**src/rtl/sram_banked_ctrl.sv**
```systemverilog
// Multi-bank SRAM front end: decodes the bank from the upper address bits, drives one
// single-port macro per access and returns read data through a valid/ready response FIFO.
module sram_banked_ctrl #(
  parameter int DATA_WIDTH = 32,
  parameter int ADDR_WIDTH = 10,
  parameter int NUM_BANKS  = 4,
  parameter int NUM_WMASK  = 0,
  parameter int RSP_DEPTH  = 4
) (
  input  logic                                                       clk0,
  input  logic                                                       rst0_n,
  input  logic                                                       req_valid0,
  output logic                                                       req_ready0,
  input  logic [ADDR_WIDTH-1:0]                                      addr0,
  input  logic [DATA_WIDTH-1:0]                                      din0,
  input  logic                                                       web0,
  input  logic [((NUM_WMASK > 0) ? NUM_WMASK : 1)-1:0]               wmask0,
  output logic                                                       rsp_valid0,
  input  logic                                                       rsp_ready0,
  output logic [DATA_WIDTH-1:0]                                      dout0,
  output logic [NUM_BANKS-1:0]                                       bank_csb0,
  output logic [NUM_BANKS-1:0]                                       bank_web0,
  output logic [ADDR_WIDTH-((NUM_BANKS > 1) ? $clog2(NUM_BANKS) : 0)-1:0] bank_addr0,
  output logic [DATA_WIDTH-1:0]                                      bank_din0,
  output logic [((NUM_WMASK > 0) ? NUM_WMASK : 1)-1:0]               bank_wmask0,
  input  logic [NUM_BANKS*DATA_WIDTH-1:0]                            bank_dout0
);

  localparam int BANK_SEL = (NUM_BANKS > 1) ? $clog2(NUM_BANKS) : 0;
  localparam int BANK_W   = (BANK_SEL > 0) ? BANK_SEL : 1;
  localparam int WM_W     = (NUM_WMASK > 0) ? NUM_WMASK : 1;
  localparam int IN_AW    = ADDR_WIDTH - BANK_SEL;
  localparam int PTR_W    = (RSP_DEPTH > 1) ? $clog2(RSP_DEPTH) : 1;
  localparam int CNT_W    = $clog2(RSP_DEPTH + 1);
  localparam logic FULL_WORD = 1'(NUM_WMASK == 0);

  logic                  rst_done_q, rst_done_d;
  logic                  inflight_q, inflight_d;
  logic [BANK_W-1:0]     inflight_bank_q, inflight_bank_d;
  logic [CNT_W-1:0]      count_q, count_d;
  logic [PTR_W-1:0]      wr_ptr_q, wr_ptr_d;
  logic [PTR_W-1:0]      rd_ptr_q, rd_ptr_d;
  logic [DATA_WIDTH-1:0] mem_q [RSP_DEPTH];

  logic [BANK_W-1:0]     req_bank_s;
  logic                  fire_s;
  logic                  push_s;
  logic                  pop_s;
  logic [CNT_W:0]        occupancy_s;
  logic [DATA_WIDTH-1:0] rd_data_s;

  // Wrapping pointer increment so the FIFO depth need not be a power of two
  function automatic logic [PTR_W-1:0] ptr_inc(input logic [PTR_W-1:0] p);
    if (p == PTR_W'(RSP_DEPTH - 1)) begin
      return '0;
    end else begin
      return p + PTR_W'(1);
    end
  endfunction

  generate
    if (BANK_SEL > 0) begin : g_multi_bank
      assign req_bank_s = addr0[ADDR_WIDTH-1 -: BANK_SEL];
    end else begin : g_single_bank
      assign req_bank_s = '0;
    end
  endgenerate

  // Outstanding reads are counted against the FIFO so a returning word always has a slot
  assign occupancy_s = {1'b0, count_q} + {{CNT_W{1'b0}}, inflight_q};
  assign req_ready0  = rst_done_q & (occupancy_s < (CNT_W + 1)'(RSP_DEPTH));
  assign fire_s      = req_valid0 & req_ready0;
  assign push_s      = inflight_q;
  assign rsp_valid0  = (count_q != '0);
  assign pop_s       = rsp_valid0 & rsp_ready0;
  assign dout0       = mem_q[rd_ptr_q];

  assign bank_addr0  = addr0[IN_AW-1:0];
  assign bank_din0   = din0;
  assign bank_wmask0 = wmask0 | {WM_W{FULL_WORD}};

  // Per-bank chip select and write enable for the accepted request only
  always_comb begin
    bank_csb0 = '1;
    bank_web0 = '1;
    for (int i = 0; i < NUM_BANKS; i++) begin
      if (fire_s && (req_bank_s == BANK_W'(i))) begin
        bank_csb0[i] = 1'b0;
        bank_web0[i] = web0;
      end else begin
        bank_csb0[i] = 1'b1;
        bank_web0[i] = 1'b1;
      end
    end
  end

  // Select the returning word from the bank that was read last cycle
  always_comb begin
    rd_data_s = '0;
    for (int i = 0; i < NUM_BANKS; i++) begin
      rd_data_s = rd_data_s |
                  ((inflight_bank_q == BANK_W'(i)) ? bank_dout0[i*DATA_WIDTH +: DATA_WIDTH]
                                                   : {DATA_WIDTH{1'b0}});
    end
  end

  // Next-state for the read pipeline and FIFO bookkeeping
  always_comb begin
    rst_done_d      = 1'b1;
    inflight_d      = fire_s & web0;
    inflight_bank_d = inflight_bank_q;
    wr_ptr_d        = wr_ptr_q;
    rd_ptr_d        = rd_ptr_q;
    count_d         = count_q;
    if (fire_s && web0) begin
      inflight_bank_d = req_bank_s;
    end else begin
      inflight_bank_d = inflight_bank_q;
    end
    if (push_s) begin
      wr_ptr_d = ptr_inc(wr_ptr_q);
    end else begin
      wr_ptr_d = wr_ptr_q;
    end
    if (pop_s) begin
      rd_ptr_d = ptr_inc(rd_ptr_q);
    end else begin
      rd_ptr_d = rd_ptr_q;
    end
    case ({push_s, pop_s})
      2'b10:   count_d = count_q + CNT_W'(1);
      2'b01:   count_d = count_q - CNT_W'(1);
      default: count_d = count_q;
    endcase
  end

  // State registers; reset drops any in-flight read and all queued responses
  always_ff @(posedge clk0 or negedge rst0_n) begin
    if (!rst0_n) begin
      rst_done_q      <= 1'b0;
      inflight_q      <= 1'b0;
      inflight_bank_q <= '0;
      count_q         <= '0;
      wr_ptr_q        <= '0;
      rd_ptr_q        <= '0;
      for (int i = 0; i < RSP_DEPTH; i++) begin
        mem_q[i] <= '0;
      end
    end else begin
      rst_done_q      <= rst_done_d;
      inflight_q      <= inflight_d;
      inflight_bank_q <= inflight_bank_d;
      count_q         <= count_d;
      wr_ptr_q        <= wr_ptr_d;
      rd_ptr_q        <= rd_ptr_d;
      if (push_s) begin
        mem_q[wr_ptr_q] <= rd_data_s;
      end
    end
  end

endmodule

```
**config.mk**
```make
export PLATFORM = sky130hd
export DESIGN_NAME = sram_banked_ctrl
export DESIGN_NICKNAME = d
export VERILOG_FILES = /design/src/rtl/sram_banked_ctrl.sv
export SDC_FILE = /design/constraint.sdc
export NUM_CORES = 1
export LEC_CHECK = 0
export CORE_MARGIN = 2
export CORE_UTILIZATION = 49
export CTS_CLUSTER_SIZE = 20
export DETAILED_ROUTE_END_ITERATION = 7
export GPL_TIMING_DRIVEN = 1
export HOLD_SLACK_MARGIN = 0.05
export PLACE_DENSITY = 0.87
export RECOVER_POWER = 25
export SLEW_MARGIN = 15
export SYNTH_ARGS = -nofsm -noshare
export SYNTH_HDL_FRONTEND = slang
export SYNTH_SLANG_ARGS = --single-unit
export TNS_END_PERCENT = 100
```
**constraint.sdc**
```tcl
create_clock -name clk0 -period 4.18 [get_ports clk0]
set_clock_uncertainty 0.2 [all_clocks]
set_input_delay 0.836 -clock clk0 [delete_from_list [all_inputs] [get_ports clk0]]
set_output_delay 0.836 -clock clk0 [all_outputs]
set_load 0.02 [all_outputs]
```
# Word-level counts from Yosys, hierarchy flattened
# Index checks and enable logic that the tools add are counted.
# classes
n_bitwise	9
n_mux	21
add_sub_neg	5
eq_ne	10
reduce_logical	10
order_cmp	4
# ops
cell	n
$mux W32	7
$bwmux W128	1
$or A32 B32 Y32	3
$bmux W32 S2	1
$demux W32 S2	1
$eq A2 B2 Y1 const B	7
$mux W1	8
$eq A2 B1 Y1 const B	3
$ge A3 B3 Y1 const B	2
$logic_and A1 B1 Y1	6
$not A2 Y3	2
$pmux W3 S2	1
$add A2 B1 Y2 const B	2
$add A3 B1 Y4	1
$and A1 B1 Y1	4
$logic_not A2 Y1	2
$lt A4 B3 Y1 const B	1
$mux W2	2
$add A3 B1 Y3 const B	1
$lt A3 B1 Y1 const B	1
$reduce_bool A3 Y1	1
$sub A3 B1 Y3 const B	1
$reduce_bool A2 Y1	1
# word_totals
reg_bits	139

# Longest topological paths before layout
# Gate-level depths: netlist of the first run.
# logic_depth
ltp_word	6
depth_mapped	9
ltp_nobuf	9

# Worst setup path before layout of the first run
# OpenSTA, ideal clock, no wires.
# synth_timing
path_type	input port to output port
startpoint	input addr0[9]
endpoint	output bank_csb0[1]
arrival_ps	1574
t_required_ps	3144
path_slack_ps	1570
cell_stages	2
path_cell_list	nor4b_1 -> nand2_1
# synth_between
elab_chain_len	3
# synth_rtl
element	line_no	source
start: declaration	14	input logic [ADDR_WIDTH-1:0] addr0,
$eq A2 B1 Y1	87	if (fire_s && (req_bank_s == BANK_W'(i))) begin
$logic_and A1 B1 Y1	87	
$mux W1	87	
end: declaration	21	output logic [NUM_BANKS-1:0] bank_csb0,
# Every way passes these cells.

# Final worst setup path of the first run
# layout_timing
startpoint	input addr0[9]
endpoint	output bank_csb0[0]
# layout_between
elab_chain_len	3
# layout_rtl
element	line_no
$logic_not A2 Y1	87
$logic_and A1 B1 Y1	87
$mux W1	87
# Every way passes these cells.

==> metrics.md, run 1 <==
| Metric | Value |
|---|---|
| First-pass GRT wire length | `approximately 27,000 um` |
| Clock-pin slew on the worst setup and hold paths | `0.05 ns` |
| Hold Slack | `about 0.29 ns` |
| P&R area growth vs syn | `29.71%` |
| Reg area | `3486 um2` |
| # H-tree levels | `4` |
| Vias | `4,420` |
| Worst Hold Class | `flop to flop` |
| TritonCTS Buffers | `17` |
| Drc violations | `0` |
| IO Count | `259` |
| Post-synthesis sequential area ratio | `a little under 50%` |
| Synth Instances | `454` |
| Pleak | `3.750 nW` |
| CP max FO | `4` |
| WL final | `about 16,000 um` |
| Clock network latency to the later pin of the worst-skew pair | `between 0.4 and 0.5 ns` |
| Vias in the first global route | `5,050` |
| Port Buffers | `176` |
| CP bufs+invs | `2` |
| Multi-input logic area | `3228 um2` |
| Worst Path Required | `3.14 ns` |
| Drt first pass iters | `4` |
| RSZ-0062 raised after global routing | `false` |
| WP data arrival | `approximately 2.7 ns` |
| Chip width | `125.4 um` |
| CTS Hold Buffers Added | `0` |
| CTS tree | `built` |
| Critical Path Start Type | `input pin` |
| Synthesized area per cell | `15.90 um2` |
| Max Fclk | `0.2710 GHz` |
| Crit path largest cell delay | `approximately 0.63 ns` |
| CTS root buf | `clkbuf_16` |
| ANT cells | `0` |
| Core Area | `14,480 um2` |
| Pre-CTS setup slack | `0.6254 ns` |
| Most frequent cells in the layout | `175 x clkdlybuf4s50_1, 135 x dfrtp_1, 132 x mux2_2` |
| Global route overflow | `0` |
| Post-synthesis register bit count | `between 100 and 150` |
| CP Cell Sequence | `clkdlybuf4s50_1 > nor4b_1 > nand2b_1 > clkdlybuf4s50_1` |
| Non-filler cells, final | `778` |
| Fillers | `just over 1,000` |
| Actual slew at the worst max-slew pin | `1.845 ns` |
| Vias per cell | `5.681` |
| Post-DRT Antenna Nets | `0` |
| Failing checks | `capacitance limit, slew limit` |
| Fraction of the cycle the final worst path needs | `88.29%` |
| HPWL after detailed placement | `11,000 um` |
| Layout net count | `765` |
| Delay-heaviest family, CP | `buffers and inverters` |
| Top FF cell, synth | `dfrtp_1` |
| Area after DPL | `8771 um2` |
| Starting density of the core | `between 40% and 50%` |
| Relative slew slack | `-23.00%` |
| Minimum clock period | `3.690 ns` |
| Status | `complete, but fails checks` |
| Synth cell types | `25` |
| Max-Cap Viols | `1` |
| Initial antenna violation count | `0` |
| Ys Warns | `0` |
| Worst flop-to-flop path startpoint | `inflight_bank_q[0]` |
| CTS resizes | `0` |
| # Post-CTS Setup Buffers | `0` |
| Post-layout util | `about 65%` |
| Total track usage | `21.73%` |
| Total power per unit cell area | `approximately 780 nW/um2` |
| Clock tree buffer depth | `2` |
| Max stage delay cell, worst path | `nor4b_1` |
| Critical Path Sink Type | `output pin` |
| Die Area | `around 16,000 um2` |
| Post-synth EDFFs | `0` |
| # clock sinks | `139` |
| Std-Cell Rows | `between 40 and 50` |
| Most common cell on crit path | `clkdlybuf4s50_1` |
| Total power draw | `7.266 mW` |
| Commonest non-fill, non-tap cell in the layout | `clkdlybuf4s50_1` |
| Number of setup violations in the final report | `0` |
| Final worst slack | `0.4896 ns` |
| Final Hold Viols | `0` |
| Hold Crit Start | `count_q[2]` |
| Largest net degree at the start of global routing | `75` |
| Synth Cell Area | `7218 um2` |
| Routed wire length per instance | `20.99 um` |
| Final slew viol count | `74` |
| Finished Cell Area | `9363 um2` |
| Initial DRC count | `160` |
| Placer Congestion | `between 0.7 and 0.8` |
| Crit path from | `addr0[9]` |
| CP Class | `input pin to output pin` |
| Fraction of registers with async set/reset | `100.0%` |
| Sum of negative setup slack | `0 ns` |
| Cells after DPL | `747` |
| Layout cells sized above 1 | `38.89%` |
| Chip height | `125.4 um` |
| VDD IR max | `437.1 uV` |
## sequential cells by signal (all words and copies together) (netlist names)
| name | count |
|---|---|
| count_q | 3 |
| wr_ptr_q | 2 |
| mem_q | 128 |
| inflight_bank_q | 2 |
| rd_ptr_q | 2 |
| inflight_q | 1 |
| rst_done_q | 1 |
## cell families (layout without fill, tap and decap cells)
logic type               Yosys count  after routing  synth area share, %
AND/OR/NAND/NOR                   28             28                1.803
buffers and inverters             77            216                7.280
flip-flops                       139            139                48.19
multiplexers                     197            197                40.86
AO/OA/AOI/OAI                      2              2               0.1387
other                              1              2              0.05195
XOR/XNOR                           3              3               0.3641
adder cells (fa/ha/maj)            7              7                1.317
## final cells by class
| cell class | count | share of cell area [%] |
|---|---|---|
| clock buffer | 24 | 5.145 |
| multi-input combinational | 239 | 34.48 |
| sequential | 139 | 37.23 |
| tap | 184 | 2.459 |
| timing repair buffer | 178 | 19.19 |
| inverter | 7 | 0.2806 |
| clock inverter | 7 | 1.216 |
## synth_stat cells, drive strengths merged (3+ instances only)
| master | count | area [um2] |
|---|---|---|
| mux2 | 132 | 1486 |
| ha | 6 | 75.07 |
| clkbuf | 4 | 15.01 |
| inv | 7 | 26.28 |
| nand2b | 3 | 18.77 |
| dfrtp | 139 | 3478 |
| nand2 | 14 | 52.55 |
| buf | 66 | 484.2 |
| nor2 | 4 | 15.01 |
| mux4 | 64 | 1453 |
## final timing paths
check | endpoint | slack (ns) | depth (start not counted)
hold reg to reg | count_q[2] | 0.29 | 1
setup / recovery | bank_csb0[0] | 0.49 | 4
min in group asynchronous | mem_q[70] | 0.70 | 1
setup reg to reg | mem_q[95] | 1.96 | 2
hold / removal | count_q[2] | 0.29 | 1
max in group asynchronous | rd_ptr_q[1] | 1.91 | 2
## routing by layer
layer	part of all wire [%]	track usage (%)	vias up	wire length (um)
met5	0	0	-	0
met4	1.8	7.386	0	298
met3	4.7	5.819	40	775
met2	56	39.96	133	9111
met1	38	24.40	2330	6144
li1	-	-	1917	-
## report_power, final
group | internal, mW | switching [mW]
logic | 1.92 | 1.19
clock network | 0.980 | 0.521
registers | 2.03 | 0.628
No activity file was read; power rests on OpenSTA's default activity.
==> inputs of run 2 (changes only) <==
CTS_CLUSTER_DIAMETER = 150   (was default)
CTS_CLUSTER_SIZE = default   (was 20)
==> results of run 2 <==
Same layout as run 1: the final DEF is identical, and so are final timing and power.
==> inputs of run 3 (changes only) <==
TNS_END_PERCENT = default   (was 100)
==> results of run 3 <==
Same layout as run 1: the final DEF is identical, and so are final timing and power.
